<file path="src/rtl/ram_port_sequencer.sv">
// Port-B sequencer for the tile/sprite RAM: video/CPU arbitration with
// CPU anti-starvation, plus a hardware clear sweep after reset or on request.
module ram_port_sequencer #(
    parameter int                 ADDR_W       = 11,
    parameter int                 DATA_W       = 8,
    parameter logic [DATA_W-1:0]  CLEAR_VAL    = '0,
    parameter int                 CPU_MAX_WAIT = 3
) (
    input  logic              clock,
    input  logic              reset_n,
    input  logic              clear_req,
    output logic              clear_busy,
    input  logic              vid_req,
    input  logic [ADDR_W-1:0] vid_addr,
    output logic              vid_gnt,
    output logic              vid_valid,
    output logic [DATA_W-1:0] vid_data,
    input  logic              cpu_req,
    input  logic              cpu_we,
    input  logic [ADDR_W-1:0] cpu_addr,
    input  logic [DATA_W-1:0] cpu_wdata,
    output logic              cpu_gnt,
    output logic              cpu_ack,
    output logic [DATA_W-1:0] cpu_rdata,
    output logic              ram_en,
    output logic              ram_we,
    output logic [ADDR_W-1:0] ram_addr,
    output logic [DATA_W-1:0] ram_wdata,
    input  logic [DATA_W-1:0] ram_q
);

    typedef enum logic {ST_CLEAR, ST_SERVE} state_t;

    localparam logic [ADDR_W-1:0] ONE      = 1;
    localparam logic [ADDR_W-1:0] LAST     = '1;
    localparam logic [3:0]        MAX_WAIT = 4'(CPU_MAX_WAIT);

    state_t            r_state;
    logic [ADDR_W-1:0] r_cnt;
    logic [3:0]        r_wait;
    logic              r_busy;
    logic              r_vid_valid;
    logic              r_cpu_ack;
    logic              r_wr;
    logic [DATA_W-1:0] r_wdata;
    logic [DATA_W-1:0] r_vid_hold;
    logic [DATA_W-1:0] r_cpu_hold;

    logic              w_clear;
    logic              w_serve;
    logic              w_cpu_gnt;
    logic              w_vid_gnt;
    logic [ADDR_W-1:0] w_clr_addr;
    logic [DATA_W-1:0] w_cpu_rdata;

    // Port outputs are gated by reset so everything reads 0 while held.
    assign w_clear    = reset_n && (r_state == ST_CLEAR);
    assign w_serve    = reset_n && (r_state == ST_SERVE);
    assign w_cpu_gnt  = w_serve && cpu_req && ((r_wait >= MAX_WAIT) || !vid_req);
    assign w_vid_gnt  = w_serve && vid_req && !w_cpu_gnt;
    // A restart writes address 0 in the very cycle it is requested.
    assign w_clr_addr = clear_req ? '0 : r_cnt;

    always_comb begin
        ram_en    = 1'b0;
        ram_we    = 1'b0;
        ram_addr  = '0;
        ram_wdata = '0;
        unique case (1'b1)
            w_clear: begin
                ram_en    = 1'b1;
                ram_we    = 1'b1;
                ram_addr  = w_clr_addr;
                ram_wdata = CLEAR_VAL;
            end
            w_cpu_gnt: begin
                ram_en    = 1'b1;
                ram_we    = cpu_we;
                ram_addr  = cpu_addr;
                ram_wdata = cpu_wdata;
            end
            w_vid_gnt: begin
                ram_en    = 1'b1;
                ram_addr  = vid_addr;
            end
            default: ;
        endcase
    end

    assign w_cpu_rdata = r_cpu_ack ? (r_wr ? r_wdata : ram_q) : r_cpu_hold;

    assign clear_busy = r_busy;
    assign vid_gnt    = w_vid_gnt;
    assign cpu_gnt    = w_cpu_gnt;
    assign vid_valid  = r_vid_valid;
    assign cpu_ack    = r_cpu_ack;
    assign vid_data   = r_vid_valid ? ram_q : r_vid_hold;
    assign cpu_rdata  = w_cpu_rdata;

    always_ff @(posedge clock or negedge reset_n) begin
        if (!reset_n) begin
            r_state     <= ST_CLEAR;
            r_cnt       <= '0;
            r_wait      <= '0;
            r_busy      <= 1'b1;
            r_vid_valid <= 1'b0;
            r_cpu_ack   <= 1'b0;
            r_wr        <= 1'b0;
            r_wdata     <= '0;
            r_vid_hold  <= '0;
            r_cpu_hold  <= '0;
        end else begin
            r_vid_valid <= w_vid_gnt;
            r_cpu_ack   <= w_cpu_gnt;
            if (w_cpu_gnt) begin
                r_wr    <= cpu_we;
                r_wdata <= cpu_wdata;
            end
            if (r_vid_valid)
                r_vid_hold <= ram_q;
            if (r_cpu_ack)
                r_cpu_hold <= w_cpu_rdata;
            case (r_state)
                ST_CLEAR: begin
                    r_cnt <= w_clr_addr + ONE;
                    if (w_clr_addr == LAST) begin
                        r_state <= ST_SERVE;
                        r_busy  <= 1'b0;
                    end
                end
                default: begin
                    if (clear_req) begin
                        r_state <= ST_CLEAR;
                        r_busy  <= 1'b1;
                        r_cnt   <= '0;
                    end
                    if (w_cpu_gnt)
                        r_wait <= '0;
                    else if (cpu_req && (r_wait != 4'hF))
                        r_wait <= r_wait + 4'd1;
                end
            endcase
        end
    end

endmodule

</file>
<file path="config.mk">
export PLATFORM = sky130hd
export DESIGN_NAME = ram_port_sequencer
export DESIGN_NICKNAME = d
export VERILOG_FILES = /design/src/rtl/ram_port_sequencer.sv
export SDC_FILE = /design/constraint.sdc
export NUM_CORES = 1
export LEC_CHECK = 0
export CAP_MARGIN = 25
export CORE_ASPECT_RATIO = 1.1
export CORE_MARGIN = 2
export CORE_UTILIZATION = 44
export CTS_CLUSTER_SIZE = 10
export DETAILED_ROUTE_END_ITERATION = 6
export PLACE_DENSITY_LB_ADDON = 0.2
export RECOVER_POWER = 100
export SLEW_MARGIN = 25
export SYNTH_ARGS = -nofsm -noshare
export SYNTH_HDL_FRONTEND = slang
export SYNTH_SLANG_ARGS = --single-unit
</file>
<file path="constraint.sdc">
create_clock -name clock -period 2.1 [get_ports clock]
set_input_delay 0.42 -clock clock [delete_from_list [all_inputs] [get_ports clock]]
set_output_delay 0.42 -clock clock [all_outputs]
set_load 0.005 [all_outputs]
</file>
# Yosys cells after proc, flatten, opt, wreduce, memory -nomap -nowiden
# Cells that the tools add are included.
# classes
magnitude_cmp	1
bitwise_logic	1
muxes	17
n_reduce_logical	15
addsub	2
eq_ne	3
# ops
operator	n
$pmux W11 S3	1
$mux W8	4
$mux W11	2
$add A11 B1 Y11 const B	1
$eq A11 B11 Y1 const B	1
$mux W4	2
$logic_and A1 B1 Y1	7
$mux W1	7
$add A4 B1 Y4 const B	1
$ge A4 B2 Y1 const B	1
$ne A4 B4 Y1 const B	1
$reduce_and A2 Y1	2
$reduce_bool A2 Y1	2
$reduce_or A3 Y1	1
$logic_not A1 Y1	2
$ne A2 B2 Y1 const B	1
$pmux W1 S2	1
$logic_or A1 B1 Y1	1
$not A1 Y1	1
# totals
reg_bits	44
out_inout_bits	42
word_cells	49

# Logic depth before layout (Yosys ltp)
# Gate-level depths: netlist of the first run.
# logic_depth
word_depth	7
mapped_depth	5

# Worst setup path after synthesis of the first run
# Ideal clock, no wire load.
# synth_timing
path_type	register to output
startpoint	reg r_wait[0]
endpoint	out ram_addr[10]
setup_slack_ns	0.204
arrival_ns	1.476
stages_incl_launch_ff	6
path_buffers	1
required_ns	1.680
path_cell_list	dfrtp_1 ha_1 nor3_1 a21oi_2 clkbuf_1 a221o_1
# synth_between
elab_chain_len	6
# synth_rtl
element	line	source
start, declared	40	logic [3:0] r_wait;
start signal, assigned	140	r_wait <= r_wait + 4'd1;
$ge A4 B2 Y1 *	59	assign w_cpu_gnt = w_serve && cpu_req && ((r_wait >= MAX_WAIT) || !vid_req);
$logic_or A1 B1 Y1 *	59	
$logic_and A1 B1 Y1 *	59	
$logic_not A1 Y1	60	assign w_vid_gnt = w_serve && vid_req && !w_cpu_gnt;
$logic_and A1 B1 Y1	60	
$pmux W11 S3 *	69	unique case (1'b1)
end, declared	27	output logic [ADDR_W-1:0] ram_addr,
# Every way passes the cells marked *; elsewhere a longest branch is shown, timed or not.

# Worst setup path after layout of the first run
# layout_timing
startpoint	reg r_wait[0]
endpoint	out ram_addr[7]
# The elaborated chain is that of the path after synthesis.

==> impl_summary.log, run 1 <==
[metrics] Avg Inst Size Synth: 10.9 sq um
[metrics] leak pwr: 1.65 nW
[metrics] worst skew pair latency: 0.30 ns
[metrics] crit path cell chain: ha_4 -> nor3_4 -> buf_6 -> a21oi_4 -> buf_12 -> buf_8 -> buf_6 -> a221o_1 -> buf_2
[metrics] Yosys cell types: 36
[metrics] Crit Path Max Fanout: 4
[metrics] max-slew headroom at the worst pin: 41.4%
[metrics] total power per unit cell area: 501 mW/mm^2
[metrics] share of the cycle needed by the critical path after routing: 114%
[metrics] number of H-tree branching levels: 2
[metrics] worst setup slack before clock tree synthesis: -0.560 ns
[metrics] Initial Utilization: 45.1%
[metrics] result of the run: finished, violations left
[metrics] die footprint: 0.00567 sq mm
[metrics] Worst Clk Skew: 0.00630 ns
[metrics] clock-pin slew on the worst setup and hold paths: 0.08 ns
[metrics] Ant. Diodes: 0
[metrics] number of slew-limit violations in the final report: 0
[metrics] minimum clock period: 2.40 ns
[metrics] ranking of synthesized cells by area: sky130_fd_sc_hd__dfrtp_1 48%, sky130_fd_sc_hd__mux2_2 9.1%, sky130_fd_sc_hd__a21oi_1 5.8%
[metrics] Worst IR Drop VDD: 358 uV
[metrics] Slowest cell on crit path: sky130_fd_sc_hd__dfrtp_1
[metrics] Syn Nets: 251
[metrics] per-cell routed wire length: 16.5 um
[metrics] drt total wl: 6.58 mm
[metrics] largest net degree at the start of global routing: 32
[metrics] Top Ports: 86
[metrics] placer congestion estimate: 0.809
[metrics] Tot GR Track Use: 24.3%
[metrics] kind of launch point of the worst setup path: register
[metrics] unrepaired setup endpoints after global routing: true
[metrics] Overflow after GRT: 0
[metrics] buffer type at the clock tree root: sky130_fd_sc_hd__clkbuf_8
[metrics] floorplan core area: 0.00497 sq mm
[metrics] antenna violations before repair: 0
[metrics] crit end category: primary output
[metrics] worst hold path class: primary input to asynchronous set/reset pin
[metrics] floorplan die width: 72.0 um
[metrics] cell count after synthesis: 205
[metrics] top_reg_cell synth: sky130_fd_sc_hd__dfrtp_1
[metrics] most common library cell in the layout ignoring fill and taps: sky130_fd_sc_hd__clkdlybuf4s50_1
[metrics] Sink Count: 44
[metrics] clock tree from TritonCTS: yes
[metrics] share of the yosys chip area belonging to registers: 49.2%
[metrics] highest clock rate: 0.416 GHz
[metrics] most used cells in the layout excluding fill and tap cells: 52 x sky130_fd_sc_hd__clkdlybuf4s50_1, 42 x sky130_fd_sc_hd__dfrtp_1, 33 x sky130_fd_sc_hd__buf_4, 26 x sky130_fd_sc_hd__a21oi_1
[metrics] Slowest Stage Delay on Critical Path: 0.42 ns
[metrics] post-layout net count: 386
[metrics] dpl hpwl: 4.28 mm
[metrics] final-report hold violation count: 0
[metrics] CP required: 1.68 ns
[metrics] total CTS buffers: 5
[metrics] first-pass iteration count of the detailed router: 4
[metrics] placement-stage cell area: 0.00333 sq mm
[metrics] number of flops mapped to enable cells by yosys: 0
[metrics] slew at the pin closest to its max-slew limit: 0.880 ns
[metrics] violations in the final reports: negative setup slack
[metrics] vias per inst: 5.40
[metrics] DRC: 0
[metrics] proportion of layout cells with a drive suffix above 1: 32.3%
[metrics] most used cell, CP: sky130_fd_sc_hd__buf_6
[metrics] total via count after detailed routing: 2154
[metrics] share of async-settable or async-resettable flops after synthesis: 100%
[metrics] Final Worst Setup Slack: -0.302 ns
[metrics] type of the setup path with the least slack: register to primary output
[metrics] number of rows in the core area: 27
[metrics] crit-path leading delay family: buffers and inverters
[metrics] final setup violation count: 24
[metrics] Yosys top cell by area: sky130_fd_sc_hd__dfrtp_1
[metrics] final core occ: 74.1%
[metrics] cell area after layout: 0.00368 sq mm
[metrics] via count of the first global-routing pass: 2131
[metrics] first-pass GRT wire length: 10.6 mm
[metrics] number of max-cap violations: 0
[metrics] signal arrival time at the worst endpoint: 1.98 ns
[metrics] Cell Area, Synth: 0.00224 sq mm
[metrics] number of buffer cells added on primary ports: 85
[metrics] fraction of post-synthesis cell area in the top cell type by area: 48.1%
[metrics] number of buffers on the longest clock path: 2
[metrics] number of buffers and inverters on the critical path: 5
[metrics] remaining antenna violation count after routing: 0
[metrics] DRT iter0 DRCs: 121
[metrics] Syn-to-layout area delta: 64.5%
[metrics] synth warn: 0
[metrics] die extent in y: 78.8 um
[metrics] register bit total from synthesis: 44
-- state kept, by name, summed over array words and instances (netlist names) --
signal / count
clear_busy: 1
cpu_ack: 1
r_cnt: 11
r_cpu_hold: 8
r_state: 1
r_vid_hold: 8
r_wait: 4
r_wdata: 8
r_wr: 1
vid_valid: 1
-- report_power, final --
part           leakage [nW]  total (mW)  internal, mW  switching [mW]
clock network        0.0614       0.689         0.389           0.300
registers             0.558       0.901         0.879          0.0215
logic                  1.03       0.255         0.156          0.0993
total                  1.65        1.85          1.42           0.421
-- area by class of cell --
class / count / area, sq um
flip-flops and latches: 44 / 1100
clock inverters: 2 / 38.8
repair buffers: 139 / 1270
fillers: 360 / 1280
clock buffers: 6 / 82.6
well taps: 58 / 72.6
multi-input cells: 148 / 1110
inverters: 2 / 7.51
-- kinds of logic after synthesis --
logic type | share of synthesized area, %
AOI/OAI and AO/OA | 16.5
DFF | 49.2
adders and majority gates | 1.12
buffers and inverters | 2.68
xor gates and xnor gates | 1.57
muxes | 12.6
and+or+nand+nor | 16.2
-- final timing paths --
kind                          startpoint            end  slack (ns)  depth (start not counted)
min                              reset_n     r_wdata[3]        0.44                          2
max                            r_wait[0]    ram_addr[7]       -0.30                          9
max in group asynchronous        reset_n       r_cnt[6]        1.10                          2
min reg2reg                r_vid_hold[4]  r_vid_hold[4]        0.50                          1
min in group clock         r_vid_hold[4]  r_vid_hold[4]        0.50                          1
max reg2reg                      r_state     clear_busy        0.08                          4
-- stage by stage --
| step | hold WS [ns] | total power, mW | TNS [ns] | std cells |
|---|---|---|---|---|
| final | 0.444 | 1.85 | -4.57 | 399 |
| after global routing | 0.515 | 1.92 | -6.53 | 399 |
| after CTS | 0.134 | 1.86 | -5.28 | 396 |
| after detailed placement | 0.453 | 1.17 | -11.85 | 365 |
| after global placement | 0.455 | 1.17 | -11.26 | 365 |
| after floorplan | 0.124 | 0.988 | 0 | 205 |
-- cells in the mapped netlist, types with 2 or more instances --
cell	count
sky130_fd_sc_hd__a21oi_1	26
sky130_fd_sc_hd__a221o_1	11
sky130_fd_sc_hd__a31oi_1	2
sky130_fd_sc_hd__and2_1	17
sky130_fd_sc_hd__and3_1	3
sky130_fd_sc_hd__buf_2	3
sky130_fd_sc_hd__clkbuf_1	7
sky130_fd_sc_hd__dfrtp_1	43
sky130_fd_sc_hd__ha_1	2
sky130_fd_sc_hd__inv_1	2
sky130_fd_sc_hd__mux2_2	18
sky130_fd_sc_hd__mux2i_1	8
sky130_fd_sc_hd__nand2_1	8
sky130_fd_sc_hd__nand3_1	4
sky130_fd_sc_hd__nand4b_1	2
sky130_fd_sc_hd__nor2_1	10
sky130_fd_sc_hd__nor2b_1	3
sky130_fd_sc_hd__o21ai_0	5
sky130_fd_sc_hd__o31ai_1	5
sky130_fd_sc_hd__or3_1	4
sky130_fd_sc_hd__or4_1	5
sky130_fd_sc_hd__xnor2_1	2
sky130_fd_sc_hd__xor2_1	2
-- metal layers --
layer | track usage [%] | up-vias | wire length [um]
met5 | 0 | - | 0
met4 | 8.68 | 0 | 184
met3 | 5.46 | 14 | 266
met2 | 40.4 | 56 | 3380
met1 | 31.0 | 1049 | 2750
li1 | - | 1035 | -
-- worst reg2reg max path, cell delays in order (launching register included) --
cell	delay (ns)
sky130_fd_sc_hd__dfrtp_1	0.39
sky130_fd_sc_hd__buf_4	0.16
sky130_fd_sc_hd__nand4b_1	0.46
sky130_fd_sc_hd__or4_1	0.71
sky130_fd_sc_hd__a21bo_2	0.24
-- timing repair --
item	4_1_cts	5_1_grt
pin swaps	11	9
resized for setup	113	24
endpoints found under the setup margin	31	38
cloned	2	0
setup buffers	22	5
hold buffers	0	0
Note: power is estimated with default switching activity, not from simulation.
==> run 2: changes to the inputs <==
--- a/config.mk
+++ b/config.mk
@@ -5,6 +5,7 @@
 export SDC_FILE = /design/constraint.sdc
 export NUM_CORES = 1
 export LEC_CHECK = 0
+export ABC_CLOCK_PERIOD_IN_PS = 2400
 export CAP_MARGIN = 25
 export CORE_ASPECT_RATIO = 1.1
 export CORE_MARGIN = 2
==> constraint.sdc (replaced) <==
create_clock -name clock -period 2.4 [get_ports clock]
set_input_delay 0.48 -clock clock [delete_from_list [all_inputs] [get_ports clock]]
set_output_delay 0.48 -clock clock [all_outputs]
set_load 0.005 [all_outputs]
==> run 2 against run 1 <==
Net effect:
- the flow now finishes without violations
- sequential share of layout area increased by 1.4 points
- die area unchanged
- combinational power decreased by 11%
- non-clock buffer count decreased by 17
- register-to-register slack improved by 0.38 ns
- clock skew decreased by 0.0037 ns
- utilization decreased by 3.1 points
- power decreased by 12%
- sequential power decreased by 12%
==> impl_summary.log, run 2 (synthesis results as in run 1) <==
[metrics] grt peak-use layer: met2
[metrics] number of H-tree branching levels: 2
[metrics] FF-to-FF path depth: 6
[metrics] total via count after detailed routing: 2104
[metrics] global routing met3 resource utilization: 4.57%
[metrics] Worst IR Drop VDD: 260 uV
[metrics] proportion of layout cells with a drive suffix above 1: 30.9%
[metrics] Layout Cells excl Fill: 382
[metrics] crit end category: primary output
[metrics] Final Worst Setup Slack: 0.0550 ns
[metrics] worst hold path class: primary input to asynchronous set/reset pin
[metrics] register-to-register setup slack: 0.46 ns
[metrics] filler instances: 383
[metrics] Overflow after GRT: 0
[metrics] clock-pin slew on the worst setup and hold paths: 0.08 ns
[metrics] via count of the first global-routing pass: 2099
[metrics] number of max-cap violations: 0
[metrics] vias per inst: 5.51
[metrics] number of rows in the core area: 27
[metrics] Critical Path Source: r_wait[0]
[metrics] result of the run: complete, no violations
[metrics] Top Ports: 86
[metrics] slew at the pin closest to its max-slew limit: 0.817 ns
[metrics] kind of launch point of the worst setup path: register
[metrics] placer congestion estimate: 0.822
[metrics] share of the cycle needed by the critical path after routing: 97.7%
[metrics] buffer type at the clock tree root: sky130_fd_sc_hd__clkbuf_8
[metrics] GRT met1 Usage: 30.5%
[metrics] Sink Count: 44
[metrics] hold bufs inserted after CTS: 0
[metrics] Placed Cells incl. Taps: 363
[metrics] Worst Clk Skew: 0.00260 ns
[metrics] Tot GR Track Use: 23.8%
[metrics] leak pwr: 1.59 nW
[metrics] total power of the final layout: 1.62 mW
[metrics] remaining antenna violation count after routing: 0
[metrics] largest net degree at the start of global routing: 35
[metrics] total CTS buffers: 5
[metrics] type of the setup path with the least slack: register to primary output
[metrics] die footprint: 0.00567 sq mm
[metrics] post-layout net count: 369
[metrics] clock tree from TritonCTS: yes
[metrics] Ant. Diodes: 0
[metrics] final setup violation count: 0
[metrics] CP required: 1.92 ns
[metrics] Initial Utilization: 45.1%
[metrics] multi-input gate area in the final layout: 0.00111 sq mm
[metrics] most used cells in the layout excluding fill and tap cells: 61 x sky130_fd_sc_hd__clkdlybuf4s50_1, 41 x sky130_fd_sc_hd__dfrtp_1, 27 x sky130_fd_sc_hd__buf_4, 26 x sky130_fd_sc_hd__a21oi_1, 18 x sky130_fd_sc_hd__mux2_2
[metrics] antenna violations before repair: 0
[metrics] Crit Path Max Fanout: 6
[metrics] global-route met2 utilization: 40.2%
[metrics] dpl hpwl: 4.39 mm
[metrics] summed negative setup slack over all endpoints: 0 ns
[metrics] Largest Register: r_cnt
[metrics] minimum clock period: 2.34 ns
[metrics] cell area after layout: 0.00353 sq mm
[metrics] drt total wl: 6.37 mm
[metrics] floorplan die width: 72.0 um
[metrics] die extent in y: 78.8 um
[metrics] worst skew pair latency: 0.29 ns
[metrics] max-slew headroom at the worst pin: 45.5%
[metrics] signal arrival time at the worst endpoint: 1.86 ns
[metrics] highest clock rate: 0.426 GHz
[metrics] worst setup slack before clock tree synthesis: -0.379 ns
[metrics] most common library cell in the layout ignoring fill and taps: sky130_fd_sc_hd__clkdlybuf4s50_1
[metrics] number of buffer cells added on primary ports: 85
[metrics] Syn-to-layout area delta: 57.6%
[metrics] number of flip-flops under the largest register name: 11
[metrics] DRT iter0 DRCs: 107
[metrics] worst r2r dst: clear_busy
[metrics] total power per unit cell area: 458 mW/mm^2
[metrics] number of buffers on the longest clock path: 2
[metrics] placement-stage cell area: 0.00331 sq mm
[metrics] footprint of the flip-flops and latches: 0.00110 sq mm
[metrics] final-report hold violation count: 0
[metrics] worst setup path end: ram_wdata[2]
[metrics] floorplan core area: 0.00497 sq mm
[metrics] startpoint of the worst-slack reg-to-reg timing path: r_cnt[0]
[metrics] per-cell routed wire length: 16.7 um
[metrics] first-pass GRT wire length: 10.4 mm
[metrics] DRC: 0
[metrics] first-pass iteration count of the detailed router: 4
[metrics] number of slew-limit violations in the final report: 0
-- run 2: how the worst min path moves through the flow --
stage | from | to | slack (ns) | cells past startpoint
after global placement | r_vid_hold[5] | r_vid_hold[5] | 0.48 | 1
after CTS | reset_n | r_wait[2] | 0.18 | 2
after detailed placement | reset_n | r_wait[2] | 0.49 | 2
final | reset_n | r_wait[2] | 0.28 | 2
after floorplan | reset_n | cpu_ack | 0.18 | 0
after global routing | reset_n | r_state | 0.30 | 2
-- run 2: layer usage --
| metal | share of wire [%] | vias up |
|---|---|---|
| li1 | - | 995 |
| met1 | 40 | 1038 |
| met2 | 53 | 61 |
| met3 | 4.5 | 10 |
| met4 | 2.2 | 0 |
| met5 | 0 | - |
-- run 2: worst max-delay path, cell delays in order, from the launching register on --
cell and delay, ns:
sky130_fd_sc_hd__dfrtp_1 0.39, sky130_fd_sc_hd__ha_2 0.20, sky130_fd_sc_hd__nor3_2 0.14, sky130_fd_sc_hd__buf_4 0.15, sky130_fd_sc_hd__a21oi_4 0.07, sky130_fd_sc_hd__buf_6 0.12
sky130_fd_sc_hd__buf_6 0.11, sky130_fd_sc_hd__buf_6 0.12, sky130_fd_sc_hd__and2_1 0.14, sky130_fd_sc_hd__buf_2 0.12
-- run 2: per-stage QoR --
step	hold WS, ns	util (%)
floorplan	0.184	-
global placement	0.478	66.7
detailed placement	0.491	66.7
CTS	0.176	71.8
global route	0.296	71.0
finish	0.285	71.0
-- run 2: area by class of cell --
cell class	count	share of cell area, %
Timing Repair Buffer	122	31.4
Clock inverter	2	1.10
Tap cell	58	2.06
Multi-Input combinational cell	148	31.6
Sequential cell	44	31.3
Inverter	2	0.213
Clock buffer	6	2.34
-- run 2: power breakdown --
group	leakage, nW	total (mW)	internal [mW]	switching, mW
clock network	0.0614	0.601	0.341	0.261
registers	0.556	0.790	0.769	0.0211
logic	0.973	0.226	0.141	0.0849
-- run 2: timing repair --
item | in CTS | in global routing
resized for setup | 98 | 7
endpoints found under the setup margin | 22 | 27
cloned | 3 | 0
pin swaps | 12 | 6
setup buffers | 8 | 1
==> run 3: changes to the inputs <==
--- a/config.mk
+++ b/config.mk
@@ -6,7 +6,7 @@
 export NUM_CORES = 1
 export LEC_CHECK = 0
 export ABC_CLOCK_PERIOD_IN_PS = 2400
-export CAP_MARGIN = 25
+export CAP_MARGIN = 10
 export CORE_ASPECT_RATIO = 1.1
 export CORE_MARGIN = 2
 export CORE_UTILIZATION = 44
==> results of run 3 <==
The final DEF is identical to that of run 2; final timing and power are the same.
